### config.mk
export PLATFORM = sky130hd
export DESIGN_NAME = tick_scheduler
export DESIGN_NICKNAME = d
export VERILOG_FILES = /design/src/rtl/tick_scheduler_pkg.sv /design/src/rtl/tick_period_counter.sv /design/src/rtl/tick_scheduler.sv
export SDC_FILE = /design/constraint.sdc
export NUM_CORES = 1
export LEC_CHECK = 0
export CORE_MARGIN = 5
export CORE_UTILIZATION = 57
export DETAILED_ROUTE_END_ITERATION = 10
export PLACE_DENSITY = 0.79
export SLEW_MARGIN = 20
export SYNTH_ARGS = -nofsm -noshare
export SYNTH_HDL_FRONTEND = slang
export SYNTH_SLANG_ARGS = --single-unit
### constraint.sdc
create_clock -name clk -period 2.77 [get_ports clk]
set_input_delay 0.831 -clock clk [delete_from_list [all_inputs] [get_ports clk]]
set_output_delay 0.831 -clock clk [all_outputs]
set_load 0.05 [all_outputs]
### src/rtl/tick_scheduler_pkg.sv
// tick_scheduler_pkg: shared state encoding, statistic widths and period helper.
package tick_scheduler_pkg;
    typedef enum logic [1:0] {PAUSE, RUN, STEP} state_e;
    localparam int MISSED_W = 4;
    localparam int COUNT_W = 8;
    function automatic logic [31:0] period_of(input logic [1:0] rate_sel, input int base_shift);
        return 32'd1 << (base_shift + int'(rate_sel));
    endfunction
endpackage

### src/rtl/tick_period_counter.sv
// tick_period_counter: loadable period counter with expiry flag and registered rate_sel compare.
module tick_period_counter
    import tick_scheduler_pkg::*;
#(
    parameter int BASE_SHIFT = 22,
    parameter int CNT_W = 32
) (
    input  logic       clk,
    input  logic       reset_n,
    input  logic [1:0] rate_sel_i,
    input  logic       load_i,
    input  logic       en_i,
    output logic       expire_o
);
    logic [1:0] rate_q;
    logic [CNT_W-1:0] cnt_q, cnt_d, last;
    logic rate_chg, at_last;
    assign last = CNT_W'(period_of(rate_q, BASE_SHIFT) - 32'd1);
    assign rate_chg = rate_sel_i != rate_q;
    assign at_last = cnt_q == last;
    // A rate change restarts the period and swallows any expiry on that edge.
    assign expire_o = en_i && !rate_chg && at_last;
    always_comb begin
        cnt_d = (load_i || rate_chg) ? '0 : en_i ? (at_last ? '0 : cnt_q + CNT_W'(1)) : cnt_q;
    end
    always_ff @(posedge clk or negedge reset_n) begin
        if (!reset_n) begin
            rate_q <= '0;
            cnt_q  <= '0;
        end else begin
            rate_q <= rate_sel_i;
            cnt_q  <= cnt_d;
        end
    end
endmodule

### src/rtl/tick_scheduler.sv
// tick_scheduler: paced tick-request generator with pause/step control and ack handshake.
// Optional TICK_OVERRUN_EN adds dropped-tick statistics (missed, overrun).
module tick_scheduler
    import tick_scheduler_pkg::*;
#(
    parameter int BASE_SHIFT = 22,
    parameter int CNT_W = 32
) (
    input  logic                clk,
    input  logic                reset_n,
    input  logic [1:0]          rate_sel,
    input  logic                run_en,
    input  logic                step_req,
    input  logic                clear,
    output logic                tick_valid,
    input  logic                tick_ack,
    output logic                running,
    output logic [COUNT_W-1:0]  tick_count,
    output logic [MISSED_W-1:0] missed,
    output logic                overrun
);
    state_e state_q;
    logic running_q, step_q, valid_q, valid_d;
    logic [COUNT_W-1:0] count_q, count_d;
    logic expire, step_go, raise, accept;

    tick_period_counter #(.BASE_SHIFT(BASE_SHIFT), .CNT_W(CNT_W)) u_period (
        .clk        (clk),
        .reset_n    (reset_n),
        .rate_sel_i (rate_sel),
        .load_i     (state_q == PAUSE && run_en),
        .en_i       (state_q == RUN && run_en),
        .expire_o   (expire)
    );

    // step_req is captured first so STEP is entered, and its tick raised, one edge later.
    assign step_go = state_q == PAUSE && step_q && !run_en;
    assign raise = expire || step_go;
    assign accept = valid_q && tick_ack;

    always_comb begin
        valid_d = raise || (valid_q && !tick_ack);
        count_d = clear ? '0 : accept ? count_q + COUNT_W'(1) : count_q;
    end

    always_ff @(posedge clk or negedge reset_n) begin
        if (!reset_n) begin
            state_q   <= PAUSE;
            running_q <= 1'b0;
            step_q    <= 1'b0;
            valid_q   <= 1'b0;
            count_q   <= '0;
        end else begin
            step_q  <= step_req && state_q == PAUSE && !run_en;
            valid_q <= valid_d;
            count_q <= count_d;
            case (state_q)
                PAUSE: begin
                    if (run_en) begin
                        state_q   <= RUN;
                        running_q <= 1'b1;
                    end else if (step_go) begin
                        state_q <= STEP;
                    end
                end
                RUN: begin
                    if (!run_en) begin
                        state_q   <= PAUSE;
                        running_q <= 1'b0;
                    end
                end
                default: begin
                    state_q   <= PAUSE;
                    running_q <= 1'b0;
                end
            endcase
        end
    end

    assign tick_valid = valid_q;
    assign running = running_q;
    assign tick_count = count_q;

`ifdef TICK_OVERRUN_EN
    logic [MISSED_W-1:0] missed_q, missed_d;
    logic over_q, over_d, drop;
    assign drop = raise && valid_q && !accept;
    always_comb begin
        missed_d = clear ? '0 : (drop && !(&missed_q)) ? missed_q + MISSED_W'(1) : missed_q;
        over_d = clear ? 1'b0 : over_q || drop;
    end
    always_ff @(posedge clk or negedge reset_n) begin
        if (!reset_n) begin
            missed_q <= '0;
            over_q   <= 1'b0;
        end else begin
            missed_q <= missed_d;
            over_q   <= over_d;
        end
    end
    assign missed = missed_q;
    assign overrun = over_q;
`else
    assign missed = '0;
    assign overrun = 1'b0;
`endif
endmodule
After elaboration in Yosys (flattened, before gate mapping)
Index checks and enable logic that the tools add are counted.
{"block": "totals", "input_bits": 8, "regBits": 47}
{"block": "classes", "n_eq_ne": 6, "n_reduce_logical": 21, "shifts": 1, "mux": 12, "n_addsub": 4}
{"op": "two-way mux 32 bit", "count": 3}
{"op": "adder 32 x 1 -> 32 bit, second input constant", "count": 1}
{"op": "equality test 32 bit", "count": 1}
{"op": "left shift 1 x 32 -> 32 bit, first input constant", "count": 1}
{"op": "subtractor 32 x 1 -> 32 bit, second input constant", "count": 1}
{"op": "two-way mux 8 bit", "count": 2}
{"op": "logical AND 1 bit", "count": 10}
{"op": "adder 8 x 1 -> 8 bit, second input constant", "count": 1}
{"op": "adder 5 x 2 -> 6 bit, first input constant", "count": 1}
{"op": "two-way mux 2 bit", "count": 3}
{"op": "!= test 2 bit, second input constant", "count": 2}
{"op": "case mux 2 bit (2 select lines)", "count": 1}
{"op": "AND reduction 2 bit", "count": 2}
{"op": "nonzero test 2 bit", "count": 2}
{"op": "logical NOT 1 bit", "count": 3}
{"op": "logical OR 1 bit", "count": 3}
{"op": "!= test 3 bit, second input constant", "count": 1}
{"op": "equality test 2 x 1 -> 1 bit, second input constant", "count": 1}
{"op": "logical NOT 2 bit", "count": 1}
{"op": "two-way mux 1 bit", "count": 2}
{"op": "!= test 2 bit", "count": 1}
{"op": "case mux 1 bit (2 select lines)", "count": 1}

Logic depth before layout (Yosys ltp)
{"block": "depth", "word_depth": 7, "depth_mapped": 7}

Hierarchy
A second synthesis with hierarchy kept.
{"block": "unflattened", "hier_cells": 268, "area_unflattened_um2": 2513.7}
{"mod": "tick_period_counter", "seq_area_each_um2": 850.8, "area_each_um2": 1893.1, "n_inst": 1, "cells_per_inst": 205}
{"mod": "tick_scheduler", "seq_area_each_um2": 325.3, "area_each_um2": 620.6, "n_inst": 1, "cells_per_inst": 63}

Worst setup path after synthesis
OpenSTA, ideal clock, no wires.
{"block": "synth_path", "kind": "input-to-reg", "startpoint": "input rate_sel[1]", "endpoint": "register u_period.cnt_q[3]", "cell_stages": 6, "arrival_ns": 1.926, "path_slack_ns": 0.725, "required_ns": 2.651, "path_cell_list": "xor2_1 -> nor3_2 -> clkbuf_1 -> nor2_1 -> xnor2_1 -> nor2_1"}
{"block": "synth_via", "elab_chain_len": 3}
{"item": "from (decl)", "line_no": "tick_scheduler.sv:11", "source": "input logic [1:0] rate_sel,"}
{"item": "!= test 2 bit *", "line_no": "tick_period_counter.sv:19", "source": "assign rate_chg = rate_sel_i != rate_q;"}
{"item": "logical OR 1 bit *", "line_no": "tick_period_counter.sv:24", "source": "cnt_d = (load_i || rate_chg) ? '0 : en_i ? (at_last ? '0 : cnt_q + CNT_W'(1)) : cnt_q;"}
{"item": "two-way mux 32 bit / nonzero test 2 bit (equally long branches)"}
{"item": "to (signal assigned)", "line_no": "tick_period_counter.sv:32", "source": "cnt_q <= cnt_d;"}
{"item": "to (decl)", "line_no": "tick_period_counter.sv:16", "source": "logic [CNT_W-1:0] cnt_q, cnt_d, last;"}
Every way passes the cells marked *; elsewhere a longest branch is shown, timed or not.
A chain may end at the register's enable or synchronous reset.

Worst setup path in the final report
{"block": "layout_path", "startpoint": "input rate_sel[1]", "endpoint": "register u_period.cnt_q[23]"}
The elaborated chain is that of the path after synthesis.

==> impl_metrics.csv <==
group,metric,value,unit
run_status,run_status,"complete, no violations",
cells_and_area,mostFrequentLayoutCell,"dfrtp_1",
worst_setup_path,worst_ep_required_time,2.97,ns
worst_setup_path,worstPathMaxFanout,16,
timing,final_setup_violation_count,0,
cells_and_area,layout_common_cells,"dfrtp_1 (47), nor2_1 (37), nand2_1 (19)",
worst_setup_path,path_delay_family,"simple AND/OR/NAND/NOR gates",
synthesis,synth_enable_flop_cells,0,
cells_and_area,drive_above_1_share,8.874,%
timing,finClkSkew,0.005671,ns
timing,max_clock_freq,383.9,MHz
cts,cts_tree,"yes",
worst_setup_path,critPathKind,"input port to register",
worst_setup_path,critical_path_source_type,"input port",
min_path,hold_path_class,"input port to async pin",
job,timing.max_cap.violations,0,
synthesis,netlist_area_before_placement,2648,um2
synthesis,synth_area_leaders,"dfrtp_1 (44%), xnor2_1 (6.0%), xor2_1 (5.3%), nor2_1 (5.2%), nand4_1 (4.3%)",
cts,postCtsResizedCells,0,
synthesis,postSynth.topFlopCell,"dfrtp_1",
synthesis,cell_taking_the_most_area_after_synthesis,"dfrtp_1",
floorplanning,floorplan.rows,24,
synthesis,syn-instance-count,270,
floorplanning,fp.coreArea,4444,um2
global_route,grt_usage,20.66,%
cts,tritoncts.num_buffers,5,
cts,clk_path_buf_depth,2,
synthesis,synth_seq_cells,47,
cells_and_area,area_growth,12.29,%
drt,avgViaCountPerCell,6.038,
cts,clkSlewWorstSetupHoldPaths,0.09,ns
timing,fin_crit,2.605,ns
drt,postRouteWirelength,5707,um
drt,drc,0,
cells_and_area,fill_cells,360,
place,place.gp.congestion,0.8218,
floorplanning,dieArea,6107,um2
worst_setup_path,critical_path_arrival,2.80,ns
cts,cts_root_buf,"clkbuf_8",
worst_setup_path,cp_num_buf_inv,1,
floorplanning,initial_core_util,59.57,%
cts,cts.hold.buffers_added,0,
cts,ctsHtreeMaxLevel,2,
cells_and_area,multi_input_area,1371,um2
timing,worst_pin_slew,1.064,ns
global_route,grt_first_pass_wirelength,10160,um
drt,remaining_antenna_violation_count_after_routing,0,
floorplanning,floorplan.io_pins,23,
timing,relSlewSlack,28.71,%
cells_and_area,register_area,1176,um2
global_route,grt_antenna_before_repair,0,
timing,final.period_utilization,94.03,%
synthesis,synth.yosys.seq_area_share,44.42,%
pwr,power_leakage,1.233,nW
synthesis,synthArstFlopShare,100.0,%
synthesis,synth_top_area_share,44.42,%
pwr,p_total,1.343,mW
floorplanning,floorplan.die.height,78.15,um
place,place.port_buffers,17,
drt,drt_iter0_markers,158,
worst_setup_path,timing.critical_path.slowest_stage_cell,"nor3_2",
global_route,grt_max_degree,29,
synthesis,yosysWarnings,0,
synthesis,mean_instance_size_in_the_synthesized_netlist,9.806,um2
synthesis,ys_types,45,
timing,grt_setup_unrepaired,"no",
cts,cts_setup_buffers,0,
timing,fin_worst_hold_slack,0.4553,ns
worst_setup_path,critPathCaptureType,"register",
timing,hold_viol,0,
worst_setup_path,crit_path_cell_trace,"clkdlybuf4s50_1 > xor2_1 > nor3_2 > nor4_1 > xnor2_1 > nor2_1",
drt,wl_per_instance,16.54,um
global_route,first_global_vias,2121,
cts,clk-insertion-delay-late,0.31,ns
cts,cts_num_sinks,47,
cells_and_area,design.final.nets,302,
cells_and_area,antennaDiodeCount,0,
drt,first_pass_iters,5,
pwr,power_per_cell_area,451.9,nW/um2
global_route,globalRoute.totalOverflow,0,
drt,routed-via-count,2083,
timing,max_slew_violation_total_from_the_final_report,0,
timing,totalNegativeSetupSlack,0,ns
place,detailed_placer_s_ending_hpwl,4150,um
pwr,max-vdd-ir-drop,0.2910,mV
worst_setup_path,cp_slowest_stage_delay,0.89,ns
floorplanning,die-width,78.15,um
## per-stage QoR
step	util (%)	instance area (um2)	instances	setup slack [ns]
floorplan	-	2663	274	0.7251
global placement	64.27	2856	337	-0.1088
detailed placement	64.27	2856	337	-0.1703
CTS	66.89	2973	345	0.1567
global route	66.89	2973	345	0.01011
finish	66.89	2973	345	0.1654
## per-layer routing
layer	GRT usage, %	vias up	wire length (um)
met5	0	-	0
met4	4.371	0	53
met3	5.378	6	226
met2	33.90	34	2723
met1	27.77	1031	2704
li1	-	1012	-
## sequential cells by signal, indices dropped and copies added, names as in the netlist
register and count:
running 1, u_period.rate_q 2, u_period.cnt_q 32, step_q 1, tick_count 8, state_q 2, tick_valid 1
## path summary, 6_finish.rpt
kind / end / start / depth (start not counted) / slack (ns)
max reg2reg: u_period.cnt_q[28]$_DFFE_PN0P_ / u_period.cnt_q[0]$_DFFE_PN0P_ / 6 / 0.35
max in group asynchronous: u_period.cnt_q[14]$_DFFE_PN0P_ / reset_n / 2 / 1.59
min reg2reg: running$_DFFE_PN0P_ / state_q[1]$_DFFE_PN0P_ / 1 / 0.46
min in group clk: running$_DFFE_PN0P_ / state_q[1]$_DFFE_PN0P_ / 1 / 0.46
min: u_period.cnt_q[26]$_DFFE_PN0P_ / reset_n / 1 / 0.46
max: u_period.cnt_q[23]$_DFFE_PN0P_ / rate_sel[1] / 6 / 0.17
## power by group
group | total, mW | switching, mW | leakage, nW | internal, mW
logic | 0.116 | 0.0826 | 0.528 | 0.0333
registers | 0.700 | 0.00802 | 0.646 | 0.692
clock network | 0.527 | 0.254 | 0.0587 | 0.274
## synthesized netlist by cell type, drive strengths merged (2+ instances only)
master,count
buf,10
nor2,37
nand2,19
nand3,18
a211o,4
a32o,2
inv,7
o31a,2
clkbuf,3
o21ai,2
o2111a,2
dfrtp,47
nor3,11
xor2,16
nor4,13
nand4,19
and3,2
xnor2,18
and2,8
and4,12
a21oi,4
ha,2
o31ai,2
## layout make-up
type / count / share of cell area, %
Multi-Input combinational cell: 207 / 46.13
Inverter: 7 / 0.8838
Timing Repair Buffer: 24 / 7.323
Clock inverter: 3 / 1.599
Clock buffer: 5 / 2.315
Tap cell: 52 / 2.189
Sequential cell: 47 / 39.56
## cell families after synthesis
kind of cell	share of synthesized area [%]
and+or+nand+nor	29.82
xor gates and xnor gates	11.25
AOI/OAI and AO/OA	9.074
buffers and inverters	4.347
other	0.1416
adders and majority gates	0.9450
DFF	44.42
(Power assumes the default switching activity.)
